`src/rtl/counters_pkg.sv`:
```
// Shared definitions for the counter library.
// State encodings are common to every counter FSM in the library.
package counters_pkg;

    localparam logic [1:0] ENC_IDLE = 2'd0;
    localparam logic [1:0] ENC_RUN  = 2'd1;
    localparam logic [1:0] ENC_DONE = 2'd2;

    typedef enum logic [1:0] {
        ST_IDLE = ENC_IDLE,
        ST_RUN  = ENC_RUN,
        ST_DONE = ENC_DONE
    } timer_state_t;

endpackage

```
`src/rtl/down_timer.sv`:
```
// Programmable down-counting timer with one-shot or periodic terminal-count pulse.
// A loaded period is counted toward zero; tc pulses for one cycle on expiry.
module down_timer
    import counters_pkg::*;
#(
    parameter int WIDTH = 8
) (
    input  logic             clk,
    input  logic             rst,
    input  logic             en,
    input  logic             load,
    input  logic [WIDTH-1:0] load_val,
    input  logic             start,
    input  logic             stop,
    input  logic             auto_reload,
    output logic [WIDTH-1:0] count,
    output logic             busy,
    output logic             done,
    output logic             tc
);

    localparam logic [WIDTH-1:0] ZERO = '0;
    localparam logic [WIDTH-1:0] ONE  = {{(WIDTH-1){1'b0}}, 1'b1};

    timer_state_t     state;
    logic [WIDTH-1:0] reload_q;
    logic             start_req;
    logic             stop_req;

    // Simultaneous start and stop cancel each other out.
    assign start_req = start & ~stop;
    assign stop_req  = stop & ~start;

    always_ff @(posedge clk) begin
        tc <= 1'b0;
        if (rst) begin
            state    <= ST_IDLE;
            count    <= ZERO;
            reload_q <= ZERO;
        end else if (load) begin
            state    <= ST_IDLE;
            count    <= load_val;
            reload_q <= load_val;
        end else begin
            case (state)
                ST_IDLE: begin
                    if (start_req) begin
                        if (count != ZERO) begin
                            state <= ST_RUN;
                        end else begin
                            tc    <= 1'b1;
                            state <= ST_DONE;
                        end
                    end
                end
                ST_RUN: begin
                    if (stop_req) begin
                        state <= ST_IDLE;
                    end else if (en && count != ZERO) begin
                        // Expiry happens on the 1 -> 0 step, never below zero.
                        if (count == ONE) begin
                            tc <= 1'b1;
                            if (auto_reload) begin
                                count <= reload_q;
                            end else begin
                                count <= ZERO;
                                state <= ST_DONE;
                            end
                        end else begin
                            count <= count - ONE;
                        end
                    end
                end
                ST_DONE: begin
                    if (start_req) begin
                        if (reload_q != ZERO) begin
                            count <= reload_q;
                            state <= ST_RUN;
                        end else begin
                            tc <= 1'b1;
                        end
                    end
                end
                default: begin
                    state <= ST_IDLE;
                end
            endcase
        end
    end

    assign busy = (state == ST_RUN);
    assign done = (state == ST_DONE);

endmodule

```
`config.mk`:
```
export PLATFORM = sky130hd
export DESIGN_NAME = down_timer
export DESIGN_NICKNAME = d
export VERILOG_FILES = /design/src/rtl/counters_pkg.sv /design/src/rtl/down_timer.sv
export SDC_FILE = /design/constraint.sdc
export NUM_CORES = 1
export LEC_CHECK = 0
export CAP_MARGIN = 20
export CORE_MARGIN = 2
export CORE_UTILIZATION = 56
export CTS_BUF_LIST = sky130_fd_sc_hd__clkbuf_2 sky130_fd_sc_hd__clkbuf_4 sky130_fd_sc_hd__clkbuf_8
export CTS_CLUSTER_DIAMETER = 200
export DETAILED_ROUTE_END_ITERATION = 10
export PLACE_DENSITY_LB_ADDON = 0.05
export SLEW_MARGIN = 20
export SYNTH_ARGS = -nofsm -noshare
export SYNTH_HDL_FRONTEND = slang
export SYNTH_SLANG_ARGS = --single-unit
export TNS_END_PERCENT = 50
```
`constraint.sdc`:
```
create_clock -name clk -period 3.35 [get_ports clk]
set_clock_uncertainty 0.1 [all_clocks]
set_input_delay 0.5025 -clock clk [delete_from_list [all_inputs] [get_ports clk]]
set_output_delay 0.5025 -clock clk [all_outputs]
set_load 0.01 [all_outputs]
```
Word level (Yosys, flattened, before mapping)
Index checks and enable logic that the tools add are counted.
{"block": "op_classes", "n_reduce_logical": 8, "addsub": 1, "eq_ne": 13, "muxes": 25, "bitwise_logic": 4}
{"cell": "$mux W8", "n": 7}
{"cell": "$mux W2", "n": 8}
{"cell": "$pmux W8 S2", "n": 1}
{"cell": "$reduce_bool A8 Y1", "n": 2}
{"cell": "$ne A3 B2 Y1 const B", "n": 4}
{"cell": "$eq A8 B1 Y1 const B", "n": 1}
{"cell": "$sub A8 B1 Y8 const B", "n": 1}
{"cell": "$mux W1", "n": 7}
{"cell": "$ne A3 B1 Y1 const B", "n": 2}
{"cell": "$pmux W2 S3", "n": 1}
{"cell": "$reduce_and A6 Y1", "n": 1}
{"cell": "$reduce_and A5 Y1", "n": 1}
{"cell": "$ne A2 B1 Y1 const B", "n": 2}
{"cell": "$ne A3 B3 Y1 const B", "n": 1}
{"cell": "$pmux W1 S3", "n": 1}
{"cell": "$reduce_bool A3 Y1", "n": 1}
{"cell": "$and A1 B1 Y1", "n": 2}
{"cell": "$eq A2 B1 Y1 const B", "n": 1}
{"cell": "$eq A2 B2 Y1 const B", "n": 1}
{"cell": "$logic_not A2 Y1", "n": 1}
{"cell": "$ne A2 B2 Y1 const B", "n": 1}
{"cell": "$not A1 Y1", "n": 2}
{"cell": "$reduce_or A2 Y1", "n": 1}
{"cell": "$logic_and A1 B1 Y1", "n": 1}
{"block": "totals", "ff_bits": 19, "out_inout_bits": 11, "elab_cells": 55}

Longest topological paths before layout
{"block": "logic_depth", "ltp_word": 6, "mapped_depth": 7, "ltp_nobuf": 7}

Worst setup path after synthesis
OpenSTA, ideal clock, no wires.
{"block": "synth_timing", "kind": "reg2reg", "start": "register count[0]", "end": "register count[7]", "required_time_ns": 3.159, "arrival_time_ns": 1.682, "path_stages_with_launch": 7, "setup_slack_ns": 1.477, "cell_sequence": "dfxtp_1 ha_1 nor4b_4 a31oi_1 nand2b_1 a211o_1 a311oi_1"}
{"block": "synth_via", "elab_chain_cells": 6, "elab_cells_between_ends": 11, "classes_between": "add/sub (1); eq/ne (2); mux (5); reduce/logical (3)"}
{"item": "from (decl)", "line_no": "down_timer.sv:16", "source": "output logic [WIDTH-1:0] count,"}
{"item": "from (signal assigned)", "line_no": "down_timer.sv:42", "source": "count <= load_val;"}
{"item": "from (signal assigned)", "line_no": "down_timer.sv:64", "source": "count <= reload_q;"}
{"item": "from (signal assigned)", "line_no": "down_timer.sv:70", "source": "count <= count - ONE;"}
{"item": "$sub A8 B1 Y8 or $eq A8 B1 Y1 (tied branches)", "line_no": "down_timer.sv:70, down_timer.sv:61"}
{"item": "$mux W8", "line_no": "down_timer.sv:61", "source": "if (count == ONE) begin"}
{"item": "$mux W8", "line_no": "down_timer.sv:59", "source": "end else if (en && count != ZERO) begin"}
{"item": "$mux W8", "line_no": "down_timer.sv:57", "source": "if (stop_req) begin"}
{"item": "$pmux W8 S2", "line_no": "down_timer.sv:45", "source": "case (state)"}
{"item": "$mux W8", "line_no": "down_timer.sv:40", "source": "end else if (load) begin"}
Parallel ways exist; a longest one is shown, timed or not. The select of a mux whose other input is x is not followed.
A chain may end at the register's enable or synchronous reset.

Final worst setup path
{"block": "layout_timing", "start": "register state[1]", "end": "output port done"}
{"block": "layout_via", "elab_chain_cells": 1}
{"item": "from (decl)", "line_no": "down_timer.sv:25", "source": "timer_state_t state;"}
{"item": "from (signal assigned)", "line_no": "down_timer.sv:37", "source": "state <= ST_IDLE;"}
{"item": "from (signal assigned)", "line_no": "down_timer.sv:41", "source": "state <= ST_IDLE;"}
{"item": "from (signal assigned)", "line_no": "down_timer.sv:49", "source": "state <= ST_RUN;"}
{"item": "$eq A2 B2 Y1", "line_no": "down_timer.sv:92", "source": "assign done = (state == ST_DONE);"}
{"item": "to (decl)", "line_no": "down_timer.sv:18", "source": "output logic done,"}
Every way passes these cells.

==> results.json <==
{
  "yosys.area.top_type": "dfxtp_1",
  "synth_top_flop_cell": "dfxtp_1",
  "row_count": 16,
  "grt_usage": 0.2460,
  "place.gp.congestion": 0.9537,
  "pre_cts_slack_ns": 1.016,
  "final_cell_mix": "25 x clkdlybuf4s50_1, 19 x dfxtp_1, 16 x nor2_1, 14 x a21oi_1, 8 x nand2_1",
  "drtIter0Drc": 73,
  "grt_overflow": 0,
  "die_y_um": 49.85,
  "async_flop_share": 0,
  "ant_nets": 0,
  "num_vias": 1185,
  "rsz0062_at_grt": "no",
  "die_area_um2": 2485,
  "cp_num_buf_inv": 1,
  "root_buffer": "clkbuf_4",
  "setup.worst_path.class": "register to primary output",
  "drive_gt1_frac": 0.06587,
  "cp.arrival_ns": 1.85,
  "synthCells": 144,
  "antenna_cells": 0,
  "run_status": "complete, no violations",
  "path_delay_family": "buffers and inverters",
  "setup_viol": 0,
  "crit_chain": "nor2b_1 > clkdlybuf4s50_1",
  "grt_pass1_wl_mm": 4.767,
  "syn_nets": 162,
  "irDropWorstVdd_mv": 0.3778,
  "synth_area_per_cell_um2": 8.176,
  "crit_path_end_kind": "primary output",
  "ys_seq_area_frac": 0.3231,
  "fin_nets": 186,
  "cts_tree": "yes",
  "worst-path-max-fanout": 9,
  "tns_ns": 0,
  "antenna_found_initial": 0,
  "cts_buffer_depth": 2,
  "ys_ff_latch": 19,
  "max-cap-violations": 0,
  "drc": 0,
  "wl_per_cell_um": 14.78,
  "synth_top_area_share": 0.3231,
  "io_pins": 26,
  "cts-htree-levels": 1,
  "period_needed_ns": 2.449,
  "drt-total-wl_mm": 2.867,
  "synth.distinct_cells": 49,
  "cts.reportedPaths.clkPinSlew_ns": 0.11,
  "clkSinkCount": 19,
  "syn_to_final_growth_pct": 24.76,
  "max_stage_delay_ns": 0.63,
  "finalMaxSlewViolations": 0,
  "tightest_slew_ns": 0.6277,
  "avgViaCountPerCell": 6.108,
  "timing.final.hold_violations": 0,
  "synth-edff-count": 0,
  "post_cts_resized": 0,
  "die_x_um": 49.85,
  "required_ns": 2.75,
  "max_slew_margin": 0.5802,
  "synth_area_leaders": "dfxtp_1 32%, a21oi_1 6.0%, nor2_1 5.1%",
  "layout_setup_ws_ns": 0.9012,
  "fin_crit_sh": 0.7310,
  "syn_area_um2": 1177,
  "core_area_um2": 1982,
  "cts_buffers": 3,
  "mostFrequentLayoutCell": "clkdlybuf4s50_1",
  "slowest_stage": "clkdlybuf4s50_1",
  "synth-warning-count": 0,
  "cp-start-kind": "register",
  "power_density_nw_per_um2": 380.4,
  "max_freq_mhz": 408.4,
  "holdBufCountCts": 0,
  "grt_pass1_vias": 1087,
  "fill_cells": 150,
  "p_leak_uw": 0.0005400,
  "first_pass_iters": 4,
  "port_buffers": 25,
  "dp_hpwl_mm": 2.209,
  "start_util": 0.5941,
  "grt_max_degree": 18,
  "cts_setup_buffers": 0,
  "clock_latency_ns": 0.30,
  "min-delay-path-class": "register to register"
}
[through the flow]
step           hold WS, ns  power (uW)  instances  area [um^2]  utilization
6_report            0.3930       558.7        194         1469       0.7412
5_1_grt             0.4159       587.4        194         1469       0.7412
4_1_cts             0.4001       559.1        194         1469       0.7412
3_5_place_dp        0.3811       443.2        190         1441       0.7273
3_3_place_gp        0.3826       441.7        190         1441       0.7273
2_1_floorplan       0.3582       377.1        144         1177            -
[synthesized netlist by cell type (all sizes together), types with 2 or more instances]
library cell   n
clkbuf         6
a21oi         14
inv            5
nand2          8
mux2i          5
and2           2
nand3          3
ha             3
nor2b          3
nor2          16
nor3b          3
xnor2          2
nor3           7
o22ai          2
a311oi         2
or3            2
a211oi         6
a211o          2
dfxtp         19
and3           2
a221oi         2
nand2b         3
o21ai          4
a31oi          2
[power by group]
group	internal (uW)	switching (uW)
registers	242	24.5
logic	89.7	85.6
clock network	44.6	72.5
total	376	183
[state kept, by name (all words and copies together), names as in the netlist]
register  cells
count         8
reload_q      8
state         2
tc            1
[layout make-up]
cell class              instances  area, um^2  area share
clock buffers                   3       22.52     0.01533
clock inverters                 1       5.005    0.003407
multi-input cells             112       747.0      0.5085
inverters                       6       22.52     0.01533
well taps                      27       33.78     0.02300
flip-flops and latches         19       380.4      0.2589
repair buffers                 26       257.7      0.1755
[worst paths after layout]
kind	startpoint	slack, ns	to	cells after the start
worst max-delay path	state[1]	0.90	done	2
worst min-delay path	reload_q[6]	0.39	reload_q[6]	2
worst max register to register	count[0]	1.20	count[3]	6
worst min register to register	reload_q[6]	0.39	reload_q[6]	2
[routing by layer]
metal / routed length (um) / part of all wire / track usage
met5: 0 / 0 / 0
met2: 1249 / 0.44 / 0.3911
met4: 46 / 0.016 / 0.08333
met1: 1349 / 0.47 / 0.3435
met3: 222 / 0.077 / 0.03030
[worst min-delay path, cell delays in order, from the launching register on]
cell	delay [ns]
dfxtp_1	0.33
nand2_1	0.06
a21oi_1	0.06
[kinds of logic after synthesis]
family / count (synthesis) / synth area share
and+or+nand+nor: 54 / 0.2604
AOI/OAI and AO/OA: 47 / 0.2774
DFF: 19 / 0.3231
buffers and inverters: 13 / 0.04249
muxes: 5 / 0.04251
xor gates and xnor gates: 3 / 0.02232
adders and majority gates: 3 / 0.03188
Power figures use the tool's default switching activity.
==> RTL edit 1: new RTL, same flow settings <==
The parameter `WIDTH` goes from 8 to 9.
--- a/src/rtl/down_timer.sv
+++ b/src/rtl/down_timer.sv
@@ -3,7 +3,7 @@
 module down_timer
     import counters_pkg::*;
 #(
-    parameter int WIDTH = 8
+    parameter int WIDTH = 9
 ) (
     input  logic             clk,
     input  logic             rst,
Interface: changed (resized count and load_val); port bits go from 26 to 28. The function was not compared with the original's and may differ.
==> RTL edit 1 against the unedited design <==
- sequential cell count up 2
- largest power group unchanged
- worst hold slack improved by 0.017 ns
- routed wire length up 9.7%
- power up 7.1%
- area after synthesis increased by 8.6%
- count of clock-buffer cells in the layout stayed put
- final area is 6.8% higher
- setup slack improved by 0.16 ns
==> RTL edit 1: results (changes against the unedited design) <==
Status
  • Status: finished clean

Critical path
  • Critical path arrival: 1.68 ns (-0.17 ns)
  • R2R depth: 5 (-1)
  • Peak per-stage delay on the critical path: 0.60 ns (-0.03 ns)
  • Crit-path slowest cell: clkdlybuf4s50_1
  • Worst reg2reg endpoint: count[6]$_SDFFE_PP0P_
  • CP max FO: 6 (-3)
  • Reg-to-reg startpoint: count[4]$_SDFFE_PP0P_
  • Reg-to-reg slack, setup: 1.07 ns (-0.13 ns)

Drt
  • Starting DRT DRC Count: 22 (-70%)
  • Vias per cell: 6.25 (+2.4%)
  • Routed WL per cell: 15.9 um (+7.4%)

Power and ir drop
  • Peak VDD IR: 0.357 mV (-5.6%)
  • Leakage: 0.579 nW (+7.2%)

Placed design
  • Placed insts: 194 (+2.1%)
  • DP Wirelength: 2.40 mm (+8.5%)
  • # port buffers: 27 (+8.0%)
  • Area after DPL: 1540 um2 (+6.8%)
  • Worst slack at placement: 0.815 ns (-0.201 ns)
  • GP Congestion: 0.841 (-12%)

Synthesis
  • Largest cells by area after synthesis: dfxtp_1 33%, nor2_1 6.5%, mux2i_1 6.3%
  • Unique masters post-synth: 48 (-2.0%)
  • Syn Nets: 167 (+3.1%)
  • Synthesized area per cell: 8.64 um2 (+5.7%)
  • Post-synth top cells: 22 x nor2_1, 21 x dfxtp_1, 8 x a21oi_1, 8 x mux2i_1, 7 x o31ai_1
  • Seq/Total Area, Yosys: 32.9% (+0.57 points)

Finish
  • Share of cells above drive strength 1: 5.29% (-1.3 points)
  • Top flop regs: count (9), reload_q (9), state (2)
  • Layout filler cell count: 186 (+24%)
  • Non-Filler Instances: 198 (+2.1%)

Global routing
  • First-pass GRT wire length: 5.26 mm (+10%)
  • Largest net degree at the start of global routing: 27 (+9)
  • Overall routing resource usage: 26.5% (+1.9 points)
  • Grt met2 use: 47.0% (+7.9 points)
  • Vias in the first global route: 1192 (+9.7%)
  • M3 GR Usage: 4.31% (+1.3 points)
  • Met1 usage in global routing: 31.4% (-2.9 points)
## RTL edit 1: cell types whose count changed in the layout (fill, tap and decap cells not counted), sizes merged, moves of 3 or more
| cell | change |
|---|---|
| a211oi | -3 |
| a21oi | -6 |
| mux2i | +3 |
| nand2 | -3 |
| nor2 | +6 |
| nor4 | +3 |
| o31ai | +6 |
## RTL edit 1: metal layers
| layer | vias up | wire [um] | part of all wire, % |
|---|---|---|---|
| met5 | - | 0 | 0 |
| met4 | 0 | 86 | 2.7 |
| met3 | 11 | 184 | 5.9 |
| met2 | 48 | 1570 | 50 |
| met1 | 573 | 1300 | 41 |
| li1 | 606 | - | - |
## RTL edit 1: cell type report
class / instances / area, um2 / share of cell area [%]
multi-input cells: 113 / 791 / 50.4
clock inverters: 1 / 7.51 / 0.478
clock buffers: 3 / 22.5 / 1.44
well taps: 28 / 35.0 / 2.23
repair buffers: 28 / 278 / 17.7
flip-flops and latches: 21 / 420 / 26.8
inverters: 4 / 15.0 / 0.957
## RTL edit 1: how the worst min path moves through the flow
| stage | from | end | depth (start not counted) |
|---|---|---|---|
| floorplan | reload_q[6]$_SDFFE_PP0P_ | count[6]$_SDFFE_PP0P_ | 2 |
| global placement | reload_q[6]$_SDFFE_PP0P_ | count[6]$_SDFFE_PP0P_ | 2 |
| detailed placement | reload_q[6]$_SDFFE_PP0P_ | count[6]$_SDFFE_PP0P_ | 2 |
| CTS | reload_q[6]$_SDFFE_PP0P_ | count[6]$_SDFFE_PP0P_ | 2 |
| global route | reload_q[6]$_SDFFE_PP0P_ | count[6]$_SDFFE_PP0P_ | 2 |
| finish | reload_q[6]$_SDFFE_PP0P_ | count[6]$_SDFFE_PP0P_ | 2 |
## RTL edit 1: critical path: cells and delay by family, from the launching register on
kind / cells / cell delay [ns]
AND/OR/NAND/NOR: 1 / 0.33
buffers and inverters: 1 / 0.60
flip-flops: 1 / 0.44
## RTL edit 1: metrics by stage
stage               hold slack [ns]  total power, mW
floorplan                     0.367            0.410
global placement              0.389            0.471
detailed placement            0.387            0.475
CTS                           0.419            0.599
global route                  0.450            0.628
finish                        0.410            0.598
## RTL edit 1: cell families after synthesis
| logic type | Yosys count | synth area share (%) |
|---|---|---|
| DFF | 21 | 32.9 |
| xor gates and xnor gates | 4 | 2.74 |
| AOI/OAI and AO/OA | 40 | 23.5 |
| buffers and inverters | 14 | 5.28 |
| and+or+nand+nor | 58 | 26.4 |
| adders and majority gates | 3 | 2.94 |
| muxes | 8 | 6.26 |
## RTL edit 1: where the power goes
group	switching, mW	internal (mW)
Sequential	0.0264	0.267
Combinational	0.0834	0.0936
Clock	0.0828	0.0456
Total	0.193	0.406
==> RTL edit 2: new RTL, same settings <==
Made on the original files. Register the inputs `en`, `load`, `load_val`, `start`, `stop` and `auto_reload` before use. The logic sees them one clock later.
--- a/src/rtl/down_timer.sv
+++ b/src/rtl/down_timer.sv
@@ -22,14 +22,30 @@
     localparam logic [WIDTH-1:0] ZERO = '0;
     localparam logic [WIDTH-1:0] ONE  = {{(WIDTH-1){1'b0}}, 1'b1};
 
+    logic en_q;
+    logic load_q;
+    logic [WIDTH-1:0] load_val_q;
+    logic start_q;
+    logic stop_q;
+    logic auto_reload_q;
+
+    always_ff @(posedge clk) begin
+        en_q          <= en;
+        load_q        <= load;
+        load_val_q    <= load_val;
+        start_q       <= start;
+        stop_q        <= stop;
+        auto_reload_q <= auto_reload;
+    end
+
     timer_state_t     state;
     logic [WIDTH-1:0] reload_q;
     logic             start_req;
     logic             stop_req;
 
     // Simultaneous start and stop cancel each other out.
-    assign start_req = start & ~stop;
-    assign stop_req  = stop & ~start;
+    assign start_req = start_q & ~stop_q;
+    assign stop_req  = stop_q & ~start_q;
 
     always_ff @(posedge clk) begin
         tc <= 1'b0;
@@ -37,10 +53,10 @@
             state    <= ST_IDLE;
             count    <= ZERO;
             reload_q <= ZERO;
-        end else if (load) begin
+        end else if (load_q) begin
             state    <= ST_IDLE;
-            count    <= load_val;
-            reload_q <= load_val;
+            count    <= load_val_q;
+            reload_q <= load_val_q;
         end else begin
             case (state)
                 ST_IDLE: begin
@@ -56,11 +72,11 @@
                 ST_RUN: begin
                     if (stop_req) begin
                         state <= ST_IDLE;
-                    end else if (en && count != ZERO) begin
+                    end else if (en_q && count != ZERO) begin
                         // Expiry happens on the 1 -> 0 step, never below zero.
                         if (count == ONE) begin
                             tc <= 1'b1;
-                            if (auto_reload) begin
+                            if (auto_reload_q) begin
                                 count <= reload_q;
                             end else begin
                                 count <= ZERO;
Behaviour: not the same (Yosys sat finds a counterexample within 4 cycles, from zero or initial values and one cycle with rst high).
==> RTL edit 2 against the unedited design <==
- largest cell class unchanged
- utilization down 1.1 points
- combinational power up 21%
- final area up 22%
- power up 59%
- synthesized cell count up 2.1%
- largest power group unchanged
- area after synthesis up 23%
- sequential cell count up 13
- routed wire length up 8.3%
- via count up 5.0%
- setup slack worse by 0.017 ns
==> RTL edit 2: results (changes against the unedited design) <==
Status
  • Status: finished clean

CTS
  • Post-CTS Setup Inserts: 0 (unchanged)
  • Longest Clk Path Bufs: 2 (unchanged)
  • Clk root buf: clkbuf_4
  • Skew-Pair Late Insertion Delay: 0.34 ns (+0.04 ns)
  • PostCTS Resize Cnt: 0 (unchanged)
  • CTS H-tree depth: 2 (+1)
  • CTS buffer count: 5 (+2)
  • Clk slew on worst S/H paths: 0.10 ns

Finish
  • Top flop regs: count (8), load_val_q (8), reload_q (8)
  • Non-Filler Instances: 206 (+6.2%)
  • ANT cells: 0 (unchanged)
  • Nets: 197 (+5.9%)
  • Share of cells above drive strength 1: 10.2% (+3.6 points)

Global routing
  • First-pass GRT wire length: 4.93 mm (+3.3%)
  • Overall routing resource usage: 23.7% (-0.94 points)
  • Vias in the first global route: 1078 (-0.83%)
  • Initial antenna violation count: 0 (unchanged)
  • Largest net degree at the start of global routing: 21 (+3)

Drt
  • Starting DRT DRC Count: 82 (+12%)
  • First-pass iteration count of the detailed router: 7 (+3)
  • Vias per cell: 6.04 (-1.1%)
  • Routed WL per cell: 15.1 um (+2.0%)

Placed design
  • DP Wirelength: 2.32 mm (+5.1%)
  • # port buffers: 25 (unchanged)
  • Worst slack at placement: 0.965 ns (-0.0515 ns)
  • GP Congestion: 0.898 (-5.8%)

Synthesis
  • Largest cells by area after synthesis: dfxtp_1 44%, ha_1 6.1%, nor2_1 4.9%
  • Post-synth top cells: 32 x dfxtp_1, 19 x nor2_1
  • Number of synthesized flops with an enable pin: 0 (unchanged)
  • Area share of the largest cell type after synthesis: 44.3% (+12 points)
  • Seq/Total Area, Yosys: 44.3% (+12 points)
  • Post-Syn Instances: 147 (+2.1%)
  • Warnings from Yosys: 0 (unchanged)
  • Post-synthesis async set-or-reset flop share: 0% (unchanged)
  • Unique masters post-synth: 38 (-22%)
  • Syn Nets: 169 (+4.3%)

STA
  • WHS: 0.383 ns (-0.00966 ns)
  • Least-Margin Pin Slew: 0.762 ns (+0.135 ns)
  • Fmax: 405 MHz (-0.71%)

Job
  • MaxCap Viol Count: 0 (unchanged)

Critical path
  • Critical path arrival: 2.61 ns (+0.76 ns)
  • CP max FO: 10 (+1)
  • Reg-to-reg slack, setup: 0.88 ns (-0.32 ns)

Power and ir drop
  • Peak VDD IR: 0.519 mV (+37%)
  • Leakage: 0.682 nW (+26%)

Min path
  • Hold crit path type: flip-flop to flip-flop
[RTL edit 2: worst max-delay path: stages (launching register included)]
cell,delay [ns]
dfxtp_1,0.47
inv_1,0.13
ha_1,0.25
or3b_2,0.21
o211ai_1,0.10
a221oi_2,0.60
buf_4,0.26
nor2_1,0.04
a211oi_1,0.22
[RTL edit 2: area by class of cell]
type | count | area, um2
Multi-Input combinational cell | 103 | 759
Fill cell | 188 | 663
Tap cell | 30 | 37.5
Clock buffer | 6 | 51.3
Timing Repair Buffer | 27 | 265
Inverter | 6 | 22.5
Sequential cell | 32 | 641
Clock inverter | 2 | 15.0
[RTL edit 2: power breakdown]
part	switching, mW	total, mW	internal, mW
registers	0.0318	0.440	0.408
logic	0.107	0.212	0.105
clock network	0.136	0.238	0.102
total	0.275	0.891	0.615
[RTL edit 2: cells by family after synthesis]
logic type	after synthesis	share of synthesized area, %
adder cells (fa/ha/maj)	7	6.05
AND/OR/NAND/NOR	52	19.6
multiplexers	7	4.84
XOR/XNOR	4	2.42
flip-flops	32	44.3
buffers and inverters	12	3.28
AO/OA/AOI/OAI	33	19.5
[RTL edit 2: worst paths after layout]
path | startpoint | to | cells past startpoint
setup / recovery | count[0]$_SDFFE_PP0P_ | count[7]$_SDFFE_PP0P_ | 8
hold / removal | load_val_q[2]$_DFF_P_ | reload_q[2]$_SDFFE_PP0P_ | 2
setup reg to reg | count[0]$_SDFFE_PP0P_ | count[7]$_SDFFE_PP0P_ | 8
hold reg to reg | load_val_q[2]$_DFF_P_ | reload_q[2]$_SDFFE_PP0P_ | 2
[RTL edit 2: layer usage]
metal | wire length, um | part of all wire, % | global-route usage [%] | vias up
met4 | 32 | 1.0 | 7.50 | 0
met2 | 1400 | 45 | 37.1 | 67
li1 | - | - | - | 604
met5 | 0 | 0 | 0 | -
met1 | 1360 | 44 | 30.7 | 565
met3 | 313 | 10 | 7.38 | 8
[RTL edit 2: stage by stage]
step / instance area, um2 / power, mW
after floorplan: 1450 / 0.579
after global placement: 1730 / 0.652
after detailed placement: 1730 / 0.656
after CTS: 1790 / 0.891
after global routing: 1790 / 0.934
final: 1790 / 0.891
